<file path="config.mk">
export PLATFORM = sky130hd
export DESIGN_NAME = fetch_decode_buffer
export DESIGN_NICKNAME = d
export VERILOG_FILES = /design/src/rtl/fetch_decode_buffer.sv
export SDC_FILE = /design/constraint.sdc
export NUM_CORES = 1
export LEC_CHECK = 0
export ABC_AREA = 1
export CAP_MARGIN = 25
export CELL_PAD_IN_SITES_DETAIL_PLACEMENT = 2
export CELL_PAD_IN_SITES_GLOBAL_PLACEMENT = 2
export CORE_MARGIN = 2
export CORE_UTILIZATION = 28
export CTS_BUF_LIST = sky130_fd_sc_hd__clkbuf_2 sky130_fd_sc_hd__clkbuf_4 sky130_fd_sc_hd__clkbuf_8
export DETAILED_ROUTE_END_ITERATION = 6
export PLACE_DENSITY_LB_ADDON = 0.3
export SLEW_MARGIN = 0
export SYNTH_ARGS = -nofsm -noshare
export SYNTH_HDL_FRONTEND = slang
export SYNTH_SLANG_ARGS = --single-unit
</file>
<file path="constraint.sdc">
create_clock -name clk -period 4.4 [get_ports clk]
set_input_delay 1.32 -clock clk [delete_from_list [all_inputs] [get_ports clk]]
set_output_delay 1.32 -clock clk [all_outputs]
set_load 0.05 [all_outputs]
</file>
<file path="src/rtl/fetch_decode_buffer.sv">
// fetch_decode_buffer: elastic IF/ID FIFO of {inst, pc} pairs with flush and NOP bubble when empty
module fetch_decode_buffer #(
  parameter int XLEN = 32,
  parameter int DEPTH = 2,
  parameter logic [XLEN-1:0] NOP_INST = 32'h0000_0013
) (
  input  logic clk,
  input  logic rst,
  input  logic [XLEN-1:0] fe_inst,
  input  logic [XLEN-1:0] fe_pc,
  input  logic fe_valid,
  output logic fe_ready,
  input  logic flush,
  output logic [XLEN-1:0] de_inst,
  output logic [XLEN-1:0] de_pc,
  output logic [XLEN-1:0] de_pc_plus4,
  output logic de_valid,
  input  logic de_ready,
  output logic [$clog2(DEPTH):0] count
);
  localparam int AW = $clog2(DEPTH);
  localparam int CW = AW + 1;
  logic [2*XLEN-1:0] mem [DEPTH];
  logic [AW-1:0] rd_ptr, wr_ptr;
  logic [2*XLEN-1:0] head;
  logic push, pop;
  always_comb begin
    fe_ready = count < CW'(DEPTH);
    de_valid = count != '0;
    push = fe_valid & fe_ready & ~flush;
    pop = de_valid & de_ready & ~flush;
    head = mem[rd_ptr];
    de_inst = de_valid ? head[2*XLEN-1:XLEN] : NOP_INST;
    de_pc = de_valid ? head[XLEN-1:0] : '0;
    de_pc_plus4 = de_pc + XLEN'(4);
  end
  always_ff @(posedge clk) begin
    if (rst || flush) begin
      count <= '0;
      rd_ptr <= '0;
      wr_ptr <= '0;
    end else begin
      if (push) wr_ptr <= wr_ptr + AW'(1);
      if (pop) rd_ptr <= rd_ptr + AW'(1);
      count <= count + CW'(push) - CW'(pop);
    end
  end
  always_ff @(posedge clk)
    if (push) mem[wr_ptr] <= {fe_inst, fe_pc};
  always_ff @(posedge clk)
    if (!rst) assert (count <= CW'(DEPTH));
endmodule

</file>
==> results.sh, run 1 <==
export IMPL_die_area_mm2=0.02342
export IMPL_ff2ff_setup_slack_ns=2.26
export IMPL_yosysMostFrequentCell="nand2_1"
export IMPL_yosysTopAreaCell="edfxtp_1"
export IMPL_synth_top_area_share_pct=61.80
export IMPL_wl_per_cell_um=18.85
export IMPL_clock_skew_ns=0.01304
export IMPL_dpl_hpwl_um=15380
export IMPL_synth_seq_cells=133
export IMPL_ys_top_cells_by_count="nand2_1 (234), edfxtp_1 (128), inv_1 (41), nor2_1 (41), nand3_1 (37)"
export IMPL_dp_cells=1048
export IMPL_ant_nets=0
export IMPL_p_leak_nw=3.459
export IMPL_drc=0
export IMPL_startpoint_type="flop"
export IMPL_period_minus_slack_ns=4.036
export IMPL_track_usage_pct=17.62
export IMPL_die_x_um=153.0
export IMPL_synthCells=612
export IMPL_status="finished clean"
export IMPL_postCtsHoldBufs=0
export IMPL_ys_warn_count=0
export IMPL_critPathMaxFanout=19
export IMPL_start_util_pct=28.50
export IMPL_r2r_start="count[1]"
export IMPL_slew_violations=0
export IMPL_finalPower_mw=2.889
export IMPL_power_density_mw_per_mm2=323.9
export IMPL_numCtsBuffers=17
export IMPL_coreArea_mm2=0.02182
export IMPL_max_cap_viol_count=0
export IMPL_dr_total_vias=4936
export IMPL_grt_pass1_wl_um=31890
export IMPL_synth_edf_count=128
export IMPL_drive_above_1_share_pct=20.38
export IMPL_max_freq_mhz=247.8
export IMPL_postRouteWirelength_um=20360
export IMPL_finalSetupViolations=0
export IMPL_fin_tns_setup_ns=0
export IMPL_cts_path_max_buffers=2
export IMPL_rr_worst_depth=10
export IMPL_hp_start="rd_ptr"
export IMPL_max_slew_margin_pct=57.15
export IMPL_ys_flop_type="edfxtp_1"
export IMPL_synth_distinct_cells=27
export IMPL_worstSetupEndpointType="primary output"
export IMPL_cp_required_ns=3.08
export IMPL_grt_overflow=0
export IMPL_crit_arrival_ns=2.72
export IMPL_hp_class="flop to flop"
export IMPL_dpl_instance_area_mm2=0.008492
export IMPL_h_tree_depth=4
export IMPL_async_flop_share_pct=0
export IMPL_final_cell_area_mm2=0.008919
export IMPL_antenna_cells=0
export IMPL_cts_sinks=133
export IMPL_synthTopCellsByArea="edfxtp_1 (62%), nand2_1 (14%), nand3_1 (3.0%)"
export IMPL_holdPathStages=2
export IMPL_worst_slack_ns=0.3638
export IMPL_drt_first_pass_iters=4
export IMPL_syn_avg_cell_area_um2=10.16
export IMPL_fin_crit_sh_pct=91.73
export IMPL_endpoint="de_pc_plus4[26]"
export IMPL_area_delta_synth_final_pct=43.39
export IMPL_io_buffers=168
export IMPL_pre_cts_ws_ns=0.6050
export IMPL_gp_congestion=0.8280
export IMPL_clkTransAtPathRegs_ns=0.08
export IMPL_cts_tree="yes"
export IMPL_nets=859
export IMPL_tightestPinTransition_ns=0.6427
export IMPL_worstSetupPathType="flop to primary output"
export IMPL_first_global_vias=5675
export IMPL_final_hold_viol_count=0
export IMPL_clock_tree_root_cell="clkbuf_8"
export IMPL_clock_latency_ns=0.46
export IMPL_ios=169
export IMPL_grt_max_degree=44
export IMPL_rows=54
export IMPL_synth_area_mm2=0.006220
export IMPL_ir_drop_uv=168.5
export IMPL_seq_area_frac_synth_pct=63.41
export IMPL_rsz0062_at_grt="false"
export IMPL_dieHeight_um=153.0
export IMPL_fin_cells=1080
export IMPL_antenna_found_initial=0
export IMPL_initialDrtViolationCount=179
export IMPL_drt_vias_per_instance=4.570
export IMPL_r2r_end="count[1]"
export IMPL_syn_nets=684
-- stage by stage --
| step | hold slack (ns) | utilization (%) |
|---|---|---|
| after floorplan | 0.4474 | - |
| after global placement | 0.4612 | 38.91 |
| after detailed placement | 0.4848 | 38.91 |
| after CTS | 0.5005 | 40.80 |
| after global routing | 0.5254 | 40.87 |
| final | 0.5012 | 40.87 |
-- power breakdown --
| part | switching [mW] | internal (mW) |
|---|---|---|
| Clock | 0.582 | 0.483 |
| Combinational | 0.241 | 0.148 |
| Sequential | 0.0104 | 1.42 |
-- worst max-delay path, stage by stage (launching register included) --
cell,delay [ns]
dfxtp_4,0.42
inv_2,0.12
nor2_1,0.05
nor2_1,0.12
nand2_2,0.12
inv_1,0.15
ha_1,0.25
inv_1,0.14
nor2_4,0.22
inv_2,0.09
nor2_4,0.18
nand3_1,0.11
nand2_1,0.14
buf_12,0.15
-- what timing repair did --
action,4_1_cts,5_1_grt
endpoints found under the setup margin,0,17
gates resized for setup,0,4
setup buffers,0,0
-- per-layer routing --
metal	up-vias	track usage, %	part of all wire [%]
li1	2353	-	-
met1	2440	20.04	40
met4	0	4.101	1.3
met5	-	0	0
met2	123	32.57	54
met3	20	4.990	4.9
-- how the worst min path moves through the flow --
stage / to / slack, ns
floorplan: flop / 0.45
global placement: rd_ptr / 0.46
detailed placement: rd_ptr / 0.48
CTS: rd_ptr / 0.50
global route: rd_ptr / 0.53
finish: rd_ptr / 0.50
-- flip-flops by register name (all words and copies together), names as in the netlist, named ones only --
signal	count
mem	128
count	2
wr_ptr	1
rd_ptr	1
-- logic make-up after synthesis --
family                     after synthesis  synth area share, %
buffers and inverters                   69                5.230
adders and majority gates                3               0.6036
and+or+nand+nor                        354                25.59
AOI/OAI and AO/OA                       38                3.058
DFF                                    133                63.41
xor gates and xnor gates                15                2.112
-- cell usage in the layout (no fill, tap or decap), types with 4 or more instances in the layout --
cell and n:
xor2_2 4, xor2_1 10, clkdlybuf4s50_1 103, nor2_2 8
nand2_2 12, a21oi_1 35, nor2_4 11, nand3_1 37
inv_1 41, nand2_1 234, inv_8 5, inv_6 5
buf_4 43, nor2_1 39, buf_12 32, edfxtp_1 128
nand3_4 4, clkbuf_8 17
-- area by class of cell --
cell class              instances  area (um2)
multi-input cells             410        2019
inverters                      45       170.2
flip-flops and latches        133        3950
fillers                      2313       12900
well taps                     280       350.3
repair buffers                180        2017
clock inverters                15       177.7
clock buffers                  17       234.0
Note: power is estimated with default switching activity, not from simulation.
==> inputs of run 2 (changes only) <==
--- a/config.mk
+++ b/config.mk
@@ -13,7 +13,9 @@
 export CORE_UTILIZATION = 28
 export CTS_BUF_LIST = sky130_fd_sc_hd__clkbuf_2 sky130_fd_sc_hd__clkbuf_4 sky130_fd_sc_hd__clkbuf_8
 export DETAILED_ROUTE_END_ITERATION = 6
+export GPL_TIMING_DRIVEN = 0
 export PLACE_DENSITY_LB_ADDON = 0.3
+export SETUP_SLACK_MARGIN = 0.02
 export SLEW_MARGIN = 0
 export SYNTH_ARGS = -nofsm -noshare
 export SYNTH_HDL_FRONTEND = slang
==> results.sh, run 2 (synthesis results as in run 1) <==
export IMPL_max_cap_viol_count=0
export IMPL_clock_skew_ns=0.01592
export IMPL_dp_cells=1064
export IMPL_period_minus_slack_ns=4.149
export IMPL_worst_slack_ns=0.2511
export IMPL_cts_sinks=133
export IMPL_postRouteWirelength_um=19970
export IMPL_p_leak_nw=3.460
export IMPL_p_int_mw=1.987
export IMPL_comb_power_share_pct=13.3
export IMPL_cts_path_max_buffers=2
export IMPL_postCtsHoldBufs=0
export IMPL_final_cell_mix="nand2_1 (234), clkdlybuf4s50_1 (143), edfxtp_1 (128)"
export IMPL_fin_cells=1096
export IMPL_clkTransAtPathRegs_ns=0.08
export IMPL_nets=875
export IMPL_slew_violations=0
export IMPL_pwr_share_seq_pct=50.8
export IMPL_cp_required_ns=3.08
export IMPL_max_slew_margin_pct=56.54
export IMPL_rr_worst_depth=11
export IMPL_pre_cts_ws_ns=-0.4230
export IMPL_r2r_end="count[1]"
export IMPL_numCtsBuffers=17
export IMPL_drc=0
export IMPL_startpoint_type="flop"
export IMPL_swShare_pct=29.55
export IMPL_ant_nets=0
export IMPL_track_usage_pct=17.45
export IMPL_power_density_mw_per_mm2=319.5
export IMPL_first_global_vias=5715
export IMPL_start_util_pct=28.50
export IMPL_cts_tree="yes"
export IMPL_ff2ff_setup_slack_ns=2.26
export IMPL_grt_max_degree=30
export IMPL_io_buffers=168
export IMPL_max_freq_mhz=241.0
export IMPL_grt_overflow=0
export IMPL_antenna_cells=0
export IMPL_p_clk_share_pct=35.8
export IMPL_antenna_found_initial=0
export IMPL_final_hold_viol_count=0
export IMPL_worstSetupEndpointType="primary output"
export IMPL_hp_start="rd_ptr"
export IMPL_worstSetupPathType="flop to primary output"
export IMPL_regMostFlops="mem"
export IMPL_drive_above_1_share_pct=14.83
export IMPL_h_tree_depth=4
export IMPL_ios=169
export IMPL_coreArea_mm2=0.02182
export IMPL_r2r_start="count[1]"
export IMPL_holdPathStages=2
export IMPL_initialDrtViolationCount=184
export IMPL_crit_arrival_ns=2.83
export IMPL_hp_class="flop to flop"
export IMPL_die_x_um=153.0
export IMPL_clock_tree_root_cell="clkbuf_8"
export IMPL_dpl_hpwl_um=15450
export IMPL_die_area_mm2=0.02342
export IMPL_fin_crit_sh_pct=94.29
export IMPL_mostFrequentLayoutCell="nand2_1"
export IMPL_dr_total_vias=4920
export IMPL_rsz0062_at_grt="false"
export IMPL_drt_vias_per_instance=4.489
export IMPL_p_sw_mw=0.8338
export IMPL_tightestPinTransition_ns=0.6503
export IMPL_dieHeight_um=153.0
export IMPL_wl_per_cell_um=18.22
export IMPL_area_delta_synth_final_pct=41.94
export IMPL_ir_drop_uv=175.7
export IMPL_largest_reg_flops=128
export IMPL_cts_setup_buffers=0
export IMPL_clock_latency_ns=0.45
export IMPL_rows=54
export IMPL_drt_first_pass_iters=6
export IMPL_grt_pass1_wl_um=31670
export IMPL_gp_congestion=0.8013
export IMPL_status="finished clean"
export IMPL_critPathMaxFanout=10
export IMPL_finalSetupViolations=0
export IMPL_reg_top3="mem x128, count x2"
[run 2: how the worst max path moves through the flow]
stage / startpoint / endpoint / cells past startpoint
after floorplan: flush / mem[0][0] / 3
after global placement: flush / mem[1][22] / 4
after detailed placement: count[1] / de_pc_plus4[26] / 14
after CTS: count[1] / de_pc_plus4[14] / 13
after global routing: flop / de_inst[18] / 6
final: count[1] / de_pc_plus4[8] / 10
[run 2: worst max-delay path, stage by stage, from the launching register on]
cell,delay [ns]
dfxtp_4,0.38
nor2_4,0.22
clkinv_2,0.19
buf_6,0.19
buf_6,0.15
nand2_1,0.07
inv_1,0.08
ha_4,0.19
nand2_1,0.15
xor2_1,0.18
dlygate4sd2_1,0.57
[run 2: per-stage QoR]
step | util (%) | hold slack [ns] | instance area, um2 | power, mW | setup TNS [ns]
6_report | 40.45 | 0.4863 | 8828 | 2.821 | 0
5_1_grt | 40.45 | 0.5212 | 8828 | 2.935 | 0
4_1_cts | 40.31 | 0.4867 | 8796 | 2.865 | 0
3_5_place_dp | 38.55 | 0.4700 | 8413 | 1.846 | -2.318
3_3_place_gp | 38.05 | 0.4604 | 8303 | 1.828 | -311.45
2_1_floorplan | - | 0.4474 | 6271 | 1.665 | -35.62
[run 2: layout make-up]
cell class / instances / area [um2]
Buffer: 24 / 172.7
Fill cell: 2324 / 13000
Clock buffer: 17 / 234.0
Timing Repair Buffer: 172 / 1769
Tap cell: 280 / 350.3
Inverter: 45 / 170.2
Clock inverter: 15 / 151.4
Sequential cell: 133 / 3949
Multi-Input combinational cell: 410 / 2032
[run 2: layer usage]
| layer | share of wire [%] | vias up | GRT usage [%] | wire length [um] |
|---|---|---|---|---|
| met4 | 0.76 | 0 | 3.483 | 152 |
| met5 | 0 | - | 0 | 0 |
| met3 | 5.1 | 12 | 5.330 | 1020 |
| met2 | 54 | 107 | 31.99 | 10680 |
| met1 | 41 | 2416 | 20.06 | 8112 |
| li1 | - | 2385 | - | - |
[run 2: power by group through the flow]
stage	combinational [mW]	sequential [mW]	clock, mW
finish	0.376	1.43	1.01
global placement	0.362	1.47	0
detailed placement	0.382	1.46	0
CTS	0.381	1.43	1.05
floorplan	0.199	1.47	0
global route	0.402	1.44	1.10
[run 2: timing repair]
action,4_1_cts,5_1_grt
pin swaps,1,2
endpoints found under the setup margin,20,27
gates resized for setup,61,15
==> inputs of run 3 (changes only) <==
--- a/config.mk
+++ b/config.mk
@@ -10,7 +10,7 @@
 export CELL_PAD_IN_SITES_DETAIL_PLACEMENT = 2
 export CELL_PAD_IN_SITES_GLOBAL_PLACEMENT = 2
 export CORE_MARGIN = 2
-export CORE_UTILIZATION = 28
+export CORE_UTILIZATION = 33
 export CTS_BUF_LIST = sky130_fd_sc_hd__clkbuf_2 sky130_fd_sc_hd__clkbuf_4 sky130_fd_sc_hd__clkbuf_8
 export DETAILED_ROUTE_END_ITERATION = 6
 export GPL_TIMING_DRIVEN = 0
==> constraint.sdc (replaced) <==
create_clock -name clk -period 5.3 [get_ports clk]
set_input_delay 1.59 -clock clk [delete_from_list [all_inputs] [get_ports clk]]
set_output_delay 1.59 -clock clk [all_outputs]
set_load 0.05 [all_outputs]
==> results.sh, run 3 (synthesis results as in run 1) <==
export IMPL_r2r_start="count[1]"
export IMPL_cp_cell_sequence="nor2_4 > clkinv_2 > buf_2 > buf_2 > nand2_1 > inv_1 > ha_1 > nand2_1 > xor2_1 > clkdlybuf4s50_1"
export IMPL_dr_total_vias=4999
export IMPL_grt_overflow=0
export IMPL_holdWs_ns=0.5043
export IMPL_critPathSlowestCell="clkdlybuf4s50_1"
export IMPL_largest_reg_flops=128
export IMPL_drt_first_pass_iters=4
export IMPL_endpoint="de_pc_plus4[8]"
export IMPL_cp_required_ns=3.71
export IMPL_ios=169
export IMPL_cts_path_max_buffers=2
export IMPL_startpoint="count[1]"
export IMPL_initialDrtViolationCount=152
export IMPL_numCtsBuffers=17
export IMPL_coreArea_mm2=0.01858
export IMPL_die_area_mm2=0.01996
export IMPL_power_density_mw_per_mm2=278.9
export IMPL_use_met2_pct=39.42
export IMPL_grt_max_degree=32
export IMPL_critPathMaxStageDelay_ns=0.85
export IMPL_worstSetupPathType="flop to primary output"
export IMPL_r2r_end="count[1]"
export IMPL_gr_usage_met1_pct=23.73
export IMPL_reg_top3="mem x128, count x2"
export IMPL_crit_arrival_ns=3.42
export IMPL_h_tree_depth=4
export IMPL_ir_drop_uv=144.5
export IMPL_rows=50
export IMPL_status="finished clean"
export IMPL_die_x_um=141.3
export IMPL_area_delta_synth_final_pct=40.15
export IMPL_cts_sinks=133
export IMPL_antenna_found_initial=0
export IMPL_period_minus_slack_ns=5.010
export IMPL_grt_pass1_wl_um=31970
export IMPL_start_util_pct=33.47
export IMPL_drc=0
export IMPL_pre_cts_ws_ns=0.2443
export IMPL_slew_violations=0
export IMPL_startpoint_type="flop"
export IMPL_tightestPinTransition_ns=0.6220
export IMPL_fillers=1927
export IMPL_dieHeight_um=141.3
export IMPL_rr_worst_depth=11
export IMPL_grt_util_met3_pct=5.670
export IMPL_p_leak_nw=3.405
export IMPL_dpl_hpwl_um=15740
export IMPL_max_freq_mhz=199.6
export IMPL_max_cap_viol_count=0
export IMPL_final_cell_mix="nand2_1 (234), clkdlybuf4s50_1 (157), edfxtp_1 (128)"
export IMPL_drt_vias_per_instance=4.761
export IMPL_clkTransAtPathRegs_ns=0.08
export IMPL_finalSetupViolations=0
export IMPL_clock_skew_ns=0.01146
export IMPL_postRouteWirelength_um=20300
export IMPL_worst_slack_ns=0.2897
export IMPL_wl_per_cell_um=19.33
export IMPL_cts_setup_buffers=0
export IMPL_io_buffers=168
export IMPL_max_slew_margin_pct=58.44
export IMPL_ant_nets=0
export IMPL_nets=875
export IMPL_mostFrequentLayoutCell="nand2_1"
export IMPL_postCtsHoldBufs=0
export IMPL_rsz0062_at_grt="false"
export IMPL_track_usage_pct=21.04
export IMPL_fin_crit_sh_pct=94.53
export IMPL_critPathMaxFanout=10
export IMPL_first_global_vias=5744
export IMPL_ff2ff_setup_slack_ns=2.96
export IMPL_drive_above_1_share_pct=12.50
export IMPL_antenna_cells=0
export IMPL_hp_class="flop to flop"
export IMPL_final_hold_viol_count=0
export IMPL_top_usage_layer="met2"
export IMPL_cts_tree="yes"
export IMPL_worstSetupEndpointType="primary output"
export IMPL_clock_tree_root_cell="clkbuf_8"
export IMPL_gp_congestion=0.8303
export IMPL_regMostFlops="mem"
export IMPL_clock_latency_ns=0.45
[run 3: cell types whose count changed in the layout (fill, tap and decap cells not counted), sizes merged, moves of 2 or more]
cell           delta
buf               -2
dlygate4sd2       -6
clkinvlp          +2
inv               -5
clkdlybuf4s15     -5
clkdlybuf4s50    +14
bufinv            +3
[run 3: worst min path at each step]
stage | start | endpoint | slack, ns | depth (start not counted)
after detailed placement | rd_ptr | rd_ptr | 0.49 | 2
after global placement | rd_ptr | rd_ptr | 0.46 | 2
final | rd_ptr | rd_ptr | 0.50 | 2
after floorplan | rd_ptr | flop | 0.45 | 2
after CTS | rd_ptr | rd_ptr | 0.51 | 2
after global routing | rd_ptr | rd_ptr | 0.55 | 2
[run 3: timing repair]
item / CTS / global route
pin swaps: 0 / 0
gates resized for setup: 8 / 13
setup endpoints to repair: 6 / 10
[run 3: critical path, delay by kind of cell, from the launching register on]
family | cells | cell delay (ns)
buf+inv | 5 | 1.56
simple gates | 3 | 0.54
flops | 1 | 0.39
fa+ha+maj | 1 | 0.25
xor+xnor | 1 | 0.23
[run 3: layer usage]
metal / routed length [um] / up-vias
met5: 0 / -
met4: 206 / 0
met3: 1044 / 14
met2: 11060 / 128
met1: 7986 / 2467
li1: - / 2390
[run 3: power breakdown]
| group | switching (mW) | internal (mW) |
|---|---|---|
| clock network | 0.452 | 0.477 |
| registers | 0.00843 | 1.18 |
| logic | 0.198 | 0.113 |
| total | 0.659 | 1.77 |
[run 3: final cells by class]
class | instances | area, um2 | area share, %
clock inverter | 15 | 192.7 | 2.210
timing repair buffer | 172 | 1763 | 20.22
tap | 234 | 292.8 | 3.359
inverter | 45 | 170.2 | 1.952
multi-input combinational | 410 | 1966 | 22.55
sequential | 133 | 3944 | 45.24
clock buffer | 17 | 234.0 | 2.684
buffer | 24 | 155.1 | 1.780
[run 3: stage by stage]
stage,setup TNS [ns],std cells,cell area (um2),util (%),total power [mW]
after floorplan,0,612,6220,-,1.381
after detailed placement,0,1018,8304,44.69,1.531
final,0,1050,8717,46.92,2.432
after CTS,0,1050,8726,46.96,2.464
after global routing,0,1050,8717,46.92,2.519
after global placement,-221.52,1014,8194,44.10,1.514
